### src/rtl/instr_receive.sv
// Instruction receive stage: pulls words from the transmit stage over a four-phase
// syn/ack handshake into a local buffer. Optional running XOR via RECEIVE_CHECKSUM_EN.
module instr_receive #(
   parameter int IWIDTH  = 32,
   parameter int DEPTH   = 36,
   parameter int AWIDTH  = 6,
   parameter int TIMEOUT = 16
) (
   input  logic              r_clk,
   input  logic              r_rst,
   input  logic              r_i_start,
   output logic              r_o_syn,
   input  logic              r_i_ack,
   input  logic              r_i_last,
   input  logic [IWIDTH-1:0] r_i_instr,
   input  logic [AWIDTH-1:0] r_i_rd_addr,
   output logic [IWIDTH-1:0] r_o_rd_data,
   output logic [AWIDTH:0]   r_o_count,
   output logic              r_o_busy,
   output logic              r_o_done,
   output logic              r_o_err,
   output logic [1:0]        r_o_err_code,
   output logic [IWIDTH-1:0] r_o_checksum
);

   localparam int TWIDTH = $clog2(TIMEOUT + 1);

   localparam logic [1:0] ERR_NONE     = 2'b00;
   localparam logic [1:0] ERR_TIMEOUT  = 2'b01;
   localparam logic [1:0] ERR_OVERFLOW = 2'b10;

   typedef enum logic [2:0] {
      IDLE,
      REQ,
      RELEASE,
      DONE,
      ERR
   } state_t;

   state_t              r_state;
   state_t              w_stateNext;

   logic                r_syn;
   logic                r_busy;
   logic                r_done;
   logic                r_err;
   logic [1:0]          r_errCode;
   logic [AWIDTH:0]     r_count;
   logic [TWIDTH-1:0]   r_timer;
   logic [IWIDTH-1:0]   r_rdData;

   logic                w_synNext;
   logic                w_busyNext;
   logic                w_doneNext;
   logic                w_errNext;
   logic [1:0]          w_errCodeNext;
   logic [AWIDTH:0]     w_countNext;
   logic [TWIDTH-1:0]   w_timerNext;
   logic                w_wrEn;
   logic                w_clrSum;
   logic                w_timerExpired;
   logic                w_lastSlot;
   logic                w_addrValid;

   logic [IWIDTH-1:0]   r_mem [DEPTH];

   assign w_timerExpired = (r_timer == TWIDTH'(TIMEOUT - 1));
   assign w_lastSlot     = ((r_count + (AWIDTH+1)'(1)) == (AWIDTH+1)'(DEPTH));
   assign w_addrValid    = ({1'b0, r_i_rd_addr} < (AWIDTH+1)'(DEPTH));

   // State register
   always_ff @(posedge r_clk) begin
      if (r_rst) begin
         r_state <= IDLE;
      end else begin
         r_state <= w_stateNext;
      end
   end

   // Next-state and next-output logic; ack beats timer expiry in the same cycle
   always_comb begin
      w_stateNext   = r_state;
      w_synNext     = r_syn;
      w_busyNext    = r_busy;
      w_doneNext    = r_done;
      w_errNext     = r_err;
      w_errCodeNext = r_errCode;
      w_countNext   = r_count;
      w_timerNext   = r_timer;
      w_wrEn        = 1'b0;
      w_clrSum      = 1'b0;

      case (r_state)
         IDLE, DONE, ERR: begin
            if (r_i_start) begin
               w_stateNext   = REQ;
               w_synNext     = 1'b1;
               w_busyNext    = 1'b1;
               w_doneNext    = 1'b0;
               w_errNext     = 1'b0;
               w_errCodeNext = ERR_NONE;
               w_countNext   = '0;
               w_timerNext   = '0;
               w_clrSum      = 1'b1;
            end
         end

         REQ: begin
            if (r_i_ack) begin
               w_wrEn      = 1'b1;
               w_countNext = r_count + (AWIDTH+1)'(1);
               w_synNext   = 1'b0;
               w_timerNext = '0;
               if (r_i_last) begin
                  w_stateNext = DONE;
                  w_doneNext  = 1'b1;
                  w_busyNext  = 1'b0;
               end else if (w_lastSlot) begin
                  w_stateNext   = ERR;
                  w_errNext     = 1'b1;
                  w_errCodeNext = ERR_OVERFLOW;
                  w_busyNext    = 1'b0;
               end else begin
                  w_stateNext = RELEASE;
               end
            end else if (w_timerExpired) begin
               w_stateNext   = ERR;
               w_errNext     = 1'b1;
               w_errCodeNext = ERR_TIMEOUT;
               w_synNext     = 1'b0;
               w_busyNext    = 1'b0;
            end else begin
               w_timerNext = r_timer + TWIDTH'(1);
            end
         end

         RELEASE: begin
            if (!r_i_ack) begin
               w_stateNext = REQ;
               w_synNext   = 1'b1;
               w_timerNext = '0;
            end else if (w_timerExpired) begin
               w_stateNext   = ERR;
               w_errNext     = 1'b1;
               w_errCodeNext = ERR_TIMEOUT;
               w_synNext     = 1'b0;
               w_busyNext    = 1'b0;
            end else begin
               w_timerNext = r_timer + TWIDTH'(1);
            end
         end

         default: begin
            w_stateNext = IDLE;
            w_synNext   = 1'b0;
            w_busyNext  = 1'b0;
         end
      endcase
   end

   // Registered control outputs and the synchronous read port
   always_ff @(posedge r_clk) begin
      if (r_rst) begin
         r_syn     <= 1'b0;
         r_busy    <= 1'b0;
         r_done    <= 1'b0;
         r_err     <= 1'b0;
         r_errCode <= ERR_NONE;
         r_count   <= '0;
         r_timer   <= '0;
         r_rdData  <= '0;
      end else begin
         r_syn     <= w_synNext;
         r_busy    <= w_busyNext;
         r_done    <= w_doneNext;
         r_err     <= w_errNext;
         r_errCode <= w_errCodeNext;
         r_count   <= w_countNext;
         r_timer   <= w_timerNext;
         r_rdData  <= w_addrValid ? r_mem[r_i_rd_addr] : '0;
      end
   end

   // Buffer keeps its contents across reset; a write never exceeds DEPTH-1
   always_ff @(posedge r_clk) begin
      if (!r_rst && w_wrEn) begin
         r_mem[r_count[AWIDTH-1:0]] <= r_i_instr;
      end
   end

`ifdef RECEIVE_CHECKSUM_EN
   logic [IWIDTH-1:0] r_checksum;

   always_ff @(posedge r_clk) begin
      if (r_rst || w_clrSum) begin
         r_checksum <= '0;
      end else if (w_wrEn) begin
         r_checksum <= r_checksum ^ r_i_instr;
      end
   end

   assign r_o_checksum = r_checksum;
`else
   assign r_o_checksum = '0;
`endif

   assign r_o_syn      = r_syn;
   assign r_o_busy     = r_busy;
   assign r_o_done     = r_done;
   assign r_o_err      = r_err;
   assign r_o_err_code = r_errCode;
   assign r_o_count    = r_count;
   assign r_o_rd_data  = r_rdData;

endmodule

### config.mk
export PLATFORM = sky130hd
export DESIGN_NAME = instr_receive
export DESIGN_NICKNAME = d
export VERILOG_FILES = /design/src/rtl/instr_receive.sv
export SDC_FILE = /design/constraint.sdc
export NUM_CORES = 1
export LEC_CHECK = 0
export CORE_ASPECT_RATIO = 0.6
export CORE_MARGIN = 1.5
export CORE_UTILIZATION = 40
export DETAILED_ROUTE_END_ITERATION = 10
export GPL_TIMING_DRIVEN = 0
export PLACE_DENSITY_LB_ADDON = 0.08
export SLEW_MARGIN = 15
export SYNTH_ARGS = -nofsm -noshare
export SYNTH_HDL_FRONTEND = slang
export SYNTH_SLANG_ARGS = --single-unit
### constraint.sdc
create_clock -name r_clk -period 10.6 [get_ports r_clk]
set_clock_uncertainty 0.2 [all_clocks]
set_input_delay 2.65 -clock r_clk [delete_from_list [all_inputs] [get_ports r_clk]]
set_output_delay 2.65 -clock r_clk [all_outputs]
set_load 0.01 [all_outputs]
**After elaboration in Yosys (flattened, before gate mapping)**

Memories as Yosys holds them, arrays and structs flattened. A register that Yosys moved wholly into a read port is not among the register bits.
Cells that the tools add are included.

- Bits in registers: 21
- Output and inout bits: 77
- Input port bits: 43
- Memories: 1
- Bits in writable memories: 1,152

Memories:

| memory | depth | width | read ports | clocked after Yosys merged registers in | wr ports | RTL line | RTL |
|---|---|---|---|---|---|---|---|
| r_mem | 36 | 32 | 1 | 1 | 1 | 65 | `logic [IWIDTH-1:0] r_mem [DEPTH];` |

- Reductions and logical operators: 12
- Equality and inequality tests: 13
- Bitwise gates (word level): 1
- Mux-type cells: 47
- Order comparisons: 1
- Add/sub/neg operators: 2

Operators with widths:

| kind | count |
|---|---|
| $mux 1 | 21 |
| $mux 5 | 4 |
| $mux 3 | 6 |
| $pmux 5 s3 | 1 |
| $mux 7 | 2 |
| $pmux 7 s2 | 1 |
| $mux 2 | 6 |
| $pmux 1 s3 | 3 |
| $pmux 3 s3 | 1 |
| $ne 2x2->1 const B | 4 |
| $add 7x1->7 const B | 1 |
| $eq 7x6->1 const B | 1 |
| $eq 3x2->1 const B | 2 |
| $lt 6x6->1 const B | 1 |
| $ne 3x3->1 const B | 2 |
| $pmux 2 s3 | 1 |
| $reduce_and 3->1 | 2 |
| $add 5x1->5 const B | 1 |
| $eq 5x4->1 const B | 1 |
| $reduce_and 5->1 | 1 |
| $ne 4x4->1 const B | 1 |
| $reduce_and 4->1 | 1 |
| $eq 3x1->1 const B | 1 |
| $eq 3x3->1 const B | 1 |
| 10 further kinds | 10 |

**Longest topological paths before layout**

Gate-level depths: netlist of the first run.

- Depth in word-level cells: 6
- Depth in mapped cells: 9

**Worst setup path before layout of the first run**

No wires, ideal clock.

- Path kind: input port to flip-flop
- Start: input port r_i_ack
- End: memory r_mem[31][0], enable pin
- Path slack: 3.401 ns
- Library setup time: 0.502 ns
- Arrival time: 6.498 ns
- Stages: 5
- Data required time: 9.898 ns
- Buffers on the path: 2
- Path through: buf_2 -> nor2b_1 -> nand2_1 -> clkbuf_1 -> nor4_1

- Longest elaborated chain between the ends: 5

Ends and longest elaborated chain:

| what | RTL line | RTL |
|---|---|---|
| start: declaration | 13 | `input logic r_i_ack,` |
| $mux 1 | 109 | `if (r_i_ack) begin` |
| $mux 1 | 93 | `case (r_state)` |
| $logic_and 1x1->1 | 186 | `if (!r_rst && w_wrEn) begin` |
| $mux 1 | 186 |  |
| $mux 1 (not written as such) | 187 | `r_mem[r_count[AWIDTH-1:0]] <= r_i_instr;` |
| end: declaration | 65 |  |

No other way between the ends.

**Final worst setup path of the first run**

- Start: input port r_i_ack
- End: memory r_mem[17][9], enable pin

The elaborated chain is that of the path after synthesis.

==> results of run 1 <==
==> Yosys cell counts (3+ instances only) <==
cell type,instances,area (µm²)
edfxtp_1,1152,34600
mux4_2,204,4590
mux2i_1,150,1500
mux2_2,81,912
nor2_1,62,233
buf_4,54,405
dfxtp_1,53,1060
a21oi_1,48,240
clkbuf_1,48,180
nand2_1,42,158
o211ai_1,42,315
a22o_1,32,280
nor2b_1,32,200
buf_2,31,155
nand3_1,31,155
o21ai_1,31,155
a211oi_1,30,225
nand2b_1,29,181
buf_6,26,293
o22ai_1,21,131
a221oi_2,17,255
o21ai_0,17,85.1
a22oi_1,14,105
a2111oi_0,12,105
inv_1,12,45.0
nand3b_1,7,52.6
a211oi_2,6,75.1
buf_8,6,90.1
a21o_1,4,30.0
a221oi_1,4,35.0
a31oi_1,3,18.8
buf_1,3,11.3
ha_1,3,37.5
or3_1,3,18.8
or3b_2,3,26.3
xor2_1,3,26.3
==> through the flow <==
stage	area (µm²)	total power [mW]	hold slack [ns]
final	55200	9.83	0.261
after global routing	55200	10.1	0.292
after CTS	55200	9.90	0.267
after detailed placement	51600	5.93	0.257
after global placement	50200	5.92	0.248
after floorplan	47400	5.64	0.261
==> flip-flops by register name (all words and copies together) (netlist names) <==
signal	cells
r_o_busy	1
r_state	3
r_o_rd_data	32
r_o_count	7
r_o_done	1
r_o_syn	1
r_o_err_code	2
r_timer	5
r_o_err	1
r_mem	1152
==> layer usage <==
layer | vias up | GRT usage, % | part of all wire [%]
met2 | 975 | 30.1 | 40
met3 | 139 | 4.28 | 8.3
met1 | 13340 | 38.6 | 50
met5 | - | 0 | 0
li1 | 10208 | - | -
met4 | 0 | 4.20 | 1.6
==> layout make-up <==
class	count	share of cell area (%)
Antenna cell	3	0.0136
Clock inverter	68	1.12
Clock buffer	137	5.37
Timing Repair Buffer	143	3.54
Multi-Input combinational cell	997	19.6
Sequential cell	1205	64.6
Inverter	12	0.0817
Tap cell	1584	3.59
Buffer	168	2.06
==> power breakdown <==
part / switching (mW) / total (mW) / internal, mW
Clock: 1.77 / 4.00 / 2.23
Sequential: 0.00755 / 5.23 / 5.23
Combinational: 0.394 / 0.596 / 0.202
==> path summary, 6_finish.rpt <==
check	start	endpoint	depth (start not counted)	slack, ns
worst min-delay path	r_o_err_code[1]	r_o_err_code[1]	2	0.26
worst max register to register	r_state[0]	r_mem[17][9]	6	6.96
worst max-delay path	r_i_ack	r_mem[17][9]	7	5.23
worst min register to register	r_o_err_code[1]	r_o_err_code[1]	2	0.26
==> critical path, delay by kind of cell <==
kind	cells	cell delay, ns
and+or+nand+nor	5	2.44
buffers and inverters	2	0.44
==> cell usage in the layout (no fill, tap or decap), types with 33 or more instances in the layout <==
master	count
edfxtp_1	1152
buf_12	33
clkbuf_16	115
nor2_4	35
mux4_2	204
mux2_2	81
buf_2	68
buf_4	57
a21oi_1	48
nand2_1	42
clkdlybuf4s50_1	48
clkbuf_1	70
mux2i_1	150
dfxtp_1	53
o211ai_1	42
==> cells by family after synthesis <==
group	count (synthesis)	share of synthesized area [%]
multiplexers	436	14.9
AO/OA/AOI/OAI	294	4.59
AND/OR/NAND/NOR	228	2.45
flip-flops	1205	75.5
other	1	0.00794
adder cells (fa/ha/maj)	3	0.0794
XOR/XNOR	4	0.0742
buffers and inverters	180	2.50
==> impl_metrics.yaml, run 1 <==
floorplanning:
  fp.dieH_um: 269
  die_area_um2: 120000
  rows: 97
  die_x_um: 447
  start_util_pct: 40.4
  ios: 120
  core_um2: 117000
setup_path:
  slowest_stage: "nor2_4"
  critPathMaxFanout: 18
  crit_required_ns: 10.81
  worstPathCellList: "buf_2, nor2b_1, nand2_1, nor3_1, nand3b_1, nor2_4, buf_12"
  worstSetupEndpointType: "register"
  cp-start-kind: "input port"
  critPathMaxStageDelay_ns: 0.83
  cp.arrival_ns: 5.59
  critPathKind: "input port to register"
clocking:
  cts_htree_levels: 3
  clk_path_buf_depth: 3
  clkLatencyLatePin_ns: 0.74
  cts-root-buf: "clkbuf_16"
  numCtsBuffers: 113
  cts_setup_buffers: 0
  cts_resized: 0
  clk_pin_slew_ns: 0.07
  cts_tree: "built"
  holdBufCountCts: 0
  cts.sinks: 1205
power_and_ir_drop:
  power.density_nw_per_um2: 178
  ir_worst_vdd_mv: 0.122
  power.leakage_nw: 17.7
drt:
  drc: 0
  drt_first_pass_iters: 5
  wl_per_cell_um: 31.7
  antenna_left: 0
  vias: 24662
  drt_iter0_markers: 3045
  totalWireLength_um: 137000
  via_per_inst: 5.71
sta:
  setup_tns_ns: 0
  fmax_ghz: 0.186
  slew_violations: 0
  slew_headroom_pct: 13.3
  timing.final.crit_share_pct: 50.7
  setup_violations: 0
  finalHoldViolations: 0
  post-route-min-period_ns: 5.37
  setup_slack_ns: 5.23
  tightestPinTransition_ns: 1.27
  rsz0062_at_grt: "no"
yosys:
  synthArstFlopShare_pct: 0
  ys_warn_count: 0
  syn_area_per_cell_um2: 20.1
  synth_ff_type: "edfxtp_1"
  synthDistinctLibCells: 63
  synth_area_um2: 47300
  seq_area_frac_synth_pct: 75.5
  synth-edff-count: 1152
  syn_inst: 2351
  synth_seq_cells: 1205
final_layout:
  fin_util_pct: 47.2
  multi_input_area_um2: 10800
  final_cells: 4317
  area_delta_synth_final_pct: 16.7
  final_nets: 2686
  fillCellCount: 9714
  seqCellArea_um2: 35700
  drive_gt1_share_pct: 26.4
grt:
  grt_antenna_before_repair: 4
  grt_overflow_total: 0
  grt_first_pass_wirelength_um: 190000
  grt_pass1_vias: 23947
  grt.total_usage_pct: 22.8
  grt_max_degree: 37
placement:
  finalWeightedCongestion: 0.905
  numPortBuffers: 80
  preCtsSetupSlack_ns: 4.53
  dpl.hpwl_um: 95000
  place_inst: 4109
outcome:
  status: "finished clean"
hold_path:
  hp-class: "register to register"
flow_run:
  drv_cap: 0
Power figures use the tool's default switching activity.
==> run 2, diff against run 1 <==
==> constraint.sdc (replaced) <==
create_clock -name r_clk -period 4.5 [get_ports r_clk]
set_clock_uncertainty 0.2 [all_clocks]
set_input_delay 1.125 -clock r_clk [delete_from_list [all_inputs] [get_ports r_clk]]
set_output_delay 1.125 -clock r_clk [all_outputs]
set_load 0.01 [all_outputs]
==> run 2 against run 1 <==
Compared with the run above:
- design area about the same
- wire length down 0.55%
- sequential power up 140%
- flip-flop and latch count unchanged
- die area unchanged
- critical path type unchanged
==> impl_metrics.yaml, run 2 (synthesized netlist as in run 1, its figures left out) <==
outcome:
  status: "finished clean"
final_layout:
  final_common_cell: "edfxtp_1"
  largest_reg_flops: 1152
  final_cell_area_um2: 55200
  final_cell_mix: "edfxtp_1, mux4_2, mux2i_1, clkbuf_16, mux2_2"
  area_delta_synth_final_pct: 16.7
  final_cells: 4319
  fin_util_pct: 47.2
  final_nets: 2678
  drive_gt1_share_pct: 26.3
sta:
  hold_ws_ns: 0.263
  setup_violations: 0
  fmax_ghz: 0.260
  finalHoldViolations: 0
  timing.final.crit_share_pct: 85.4
  tightestPinTransition_ns: 1.24
  setup_tns_ns: 0
  slew_headroom_pct: 15.2
  rsz0062_at_grt: "no"
  post-route-min-period_ns: 3.84
  slew_violations: 0
  setup_slack_ns: 0.657
clocking:
  clkLatencyLatePin_ns: 0.72
  cts_resized: 0
  cts-root-buf: "clkbuf_16"
  cts_setup_buffers: 0
  cts_htree_levels: 3
  clk_path_buf_depth: 3
  cts_tree: "built"
  cts.sinks: 1205
  clk_pin_slew_ns: 0.06
  numCtsBuffers: 114
  holdBufCountCts: 0
flow_run:
  drv_cap: 0
setup_path:
  cp.arrival_ns: 4.05
  r2r-start: "r_state[0]"
  worstPathCellList: "buf_2, nor2b_1, nand2_1, nor3_1, nand3b_1, nor2_4, buf_12"
  critPathMaxFanout: 19
  crit_path_end: "r_mem[17][0]"
  critPathMaxStageDelay_ns: 0.86
  critPathKind: "input port to register"
  crit_required_ns: 4.71
  worstSetupEndpointType: "register"
  cp-start-kind: "input port"
  rrSetupSlack_ns: 0.88
  slowest_stage: "nor2_4"
  cp-startpoint: "r_i_ack"
  rr_worst_depth: 6
  r2r-end: "r_mem[17][0]"
placement:
  dpl.hpwl_um: 94100
  numPortBuffers: 80
  place_inst: 4100
  finalWeightedCongestion: 0.883
  placed_cell_area_um2: 51500
  preCtsSetupSlack_ns: -0.0138
drt:
  drt_first_pass_iters: 7
  totalWireLength_um: 136000
  drc: 0
  vias: 24393
  wl_per_cell_um: 31.5
  drt_iter0_markers: 2941
  via_per_inst: 5.65
  antenna_left: 0
power_and_ir_drop:
  power.density_nw_per_um2: 423
  power.leakage_nw: 17.7
  ir_worst_vdd_mv: 0.309
  power_mw: 23.3
grt:
  grt_overflow_total: 0
  grt_max_degree: 37
  grt_first_pass_wirelength_um: 187000
  grt.total_usage_pct: 22.6
  grt_pass1_vias: 23784
  grt_antenna_before_repair: 5
floorplanning:
  die_area_um2: 120000
  core_um2: 117000
  ios: 120
  start_util_pct: 40.4
  die_x_um: 447
  rows: 97
  fp.dieH_um: 269
hold_path:
  holdPathStages: 2
  hp-class: "register to register"
run 2: changes by cell type in the layout (fill, tap and decap cells not counted), moves of 2 or more:
cell | previous run | this run
buf_16 | 22 | 18
buf_12 | 33 | 31
clkinvlp_4 | 3 | 6
clkbuf_1 | 70 | 65
clkinv_1 | 25 | 31
buf_2 | 68 | 63
clkbuf_8 | 0 | 5
clkinv_2 | 22 | 20
diode_2 | 3 | 7
buf_4 | 57 | 54
buf_6 | 26 | 30
run 2: area by class of cell:
cell class	instances	area, µm²
clock inverters	74	649
diodes	7	17.5
flip-flops and latches	1205	35700
well taps	1584	1980
multi-input cells	997	10800
clock buffers	138	3040
repair buffers	134	1820
plain buffers	168	1130
inverters	12	45.0
fillers	9674	61700
run 2: worst min-delay path by stage:
stage	from	end	slack, ns
final	r_o_err_code[1]	r_o_err_code[1]	0.26
after global routing	r_o_err_code[1]	r_o_err_code[1]	0.30
after CTS	r_o_err_code[1]	r_o_err_code[1]	0.26
after detailed placement	r_o_err_code[1]	r_o_err_code[1]	0.25
after global placement	r_o_err_code[1]	r_o_err_code[1]	0.25
after floorplan	r_timer[4]	r_timer[4]	0.26
run 2: per-layer routing:
layer / track usage [%] / up-vias / part of all wire (%)
met1: 35.7 / 13055 / 48
li1: - / 10198 / -
met3: 7.58 / 160 / 10
met5: 0 / - / 0
met2: 29.5 / 980 / 40
met4: 5.37 / 0 / 2.1
run 2: critical path, delay by kind of cell:
kind,cells,cell delay (ns)
simple gates,5,2.44
buf+inv,2,0.45
run 2: where the power goes:
part,internal (mW),switching [mW]
clock network,5.36,4.23
logic,0.476,0.927
registers,12.3,0.0172
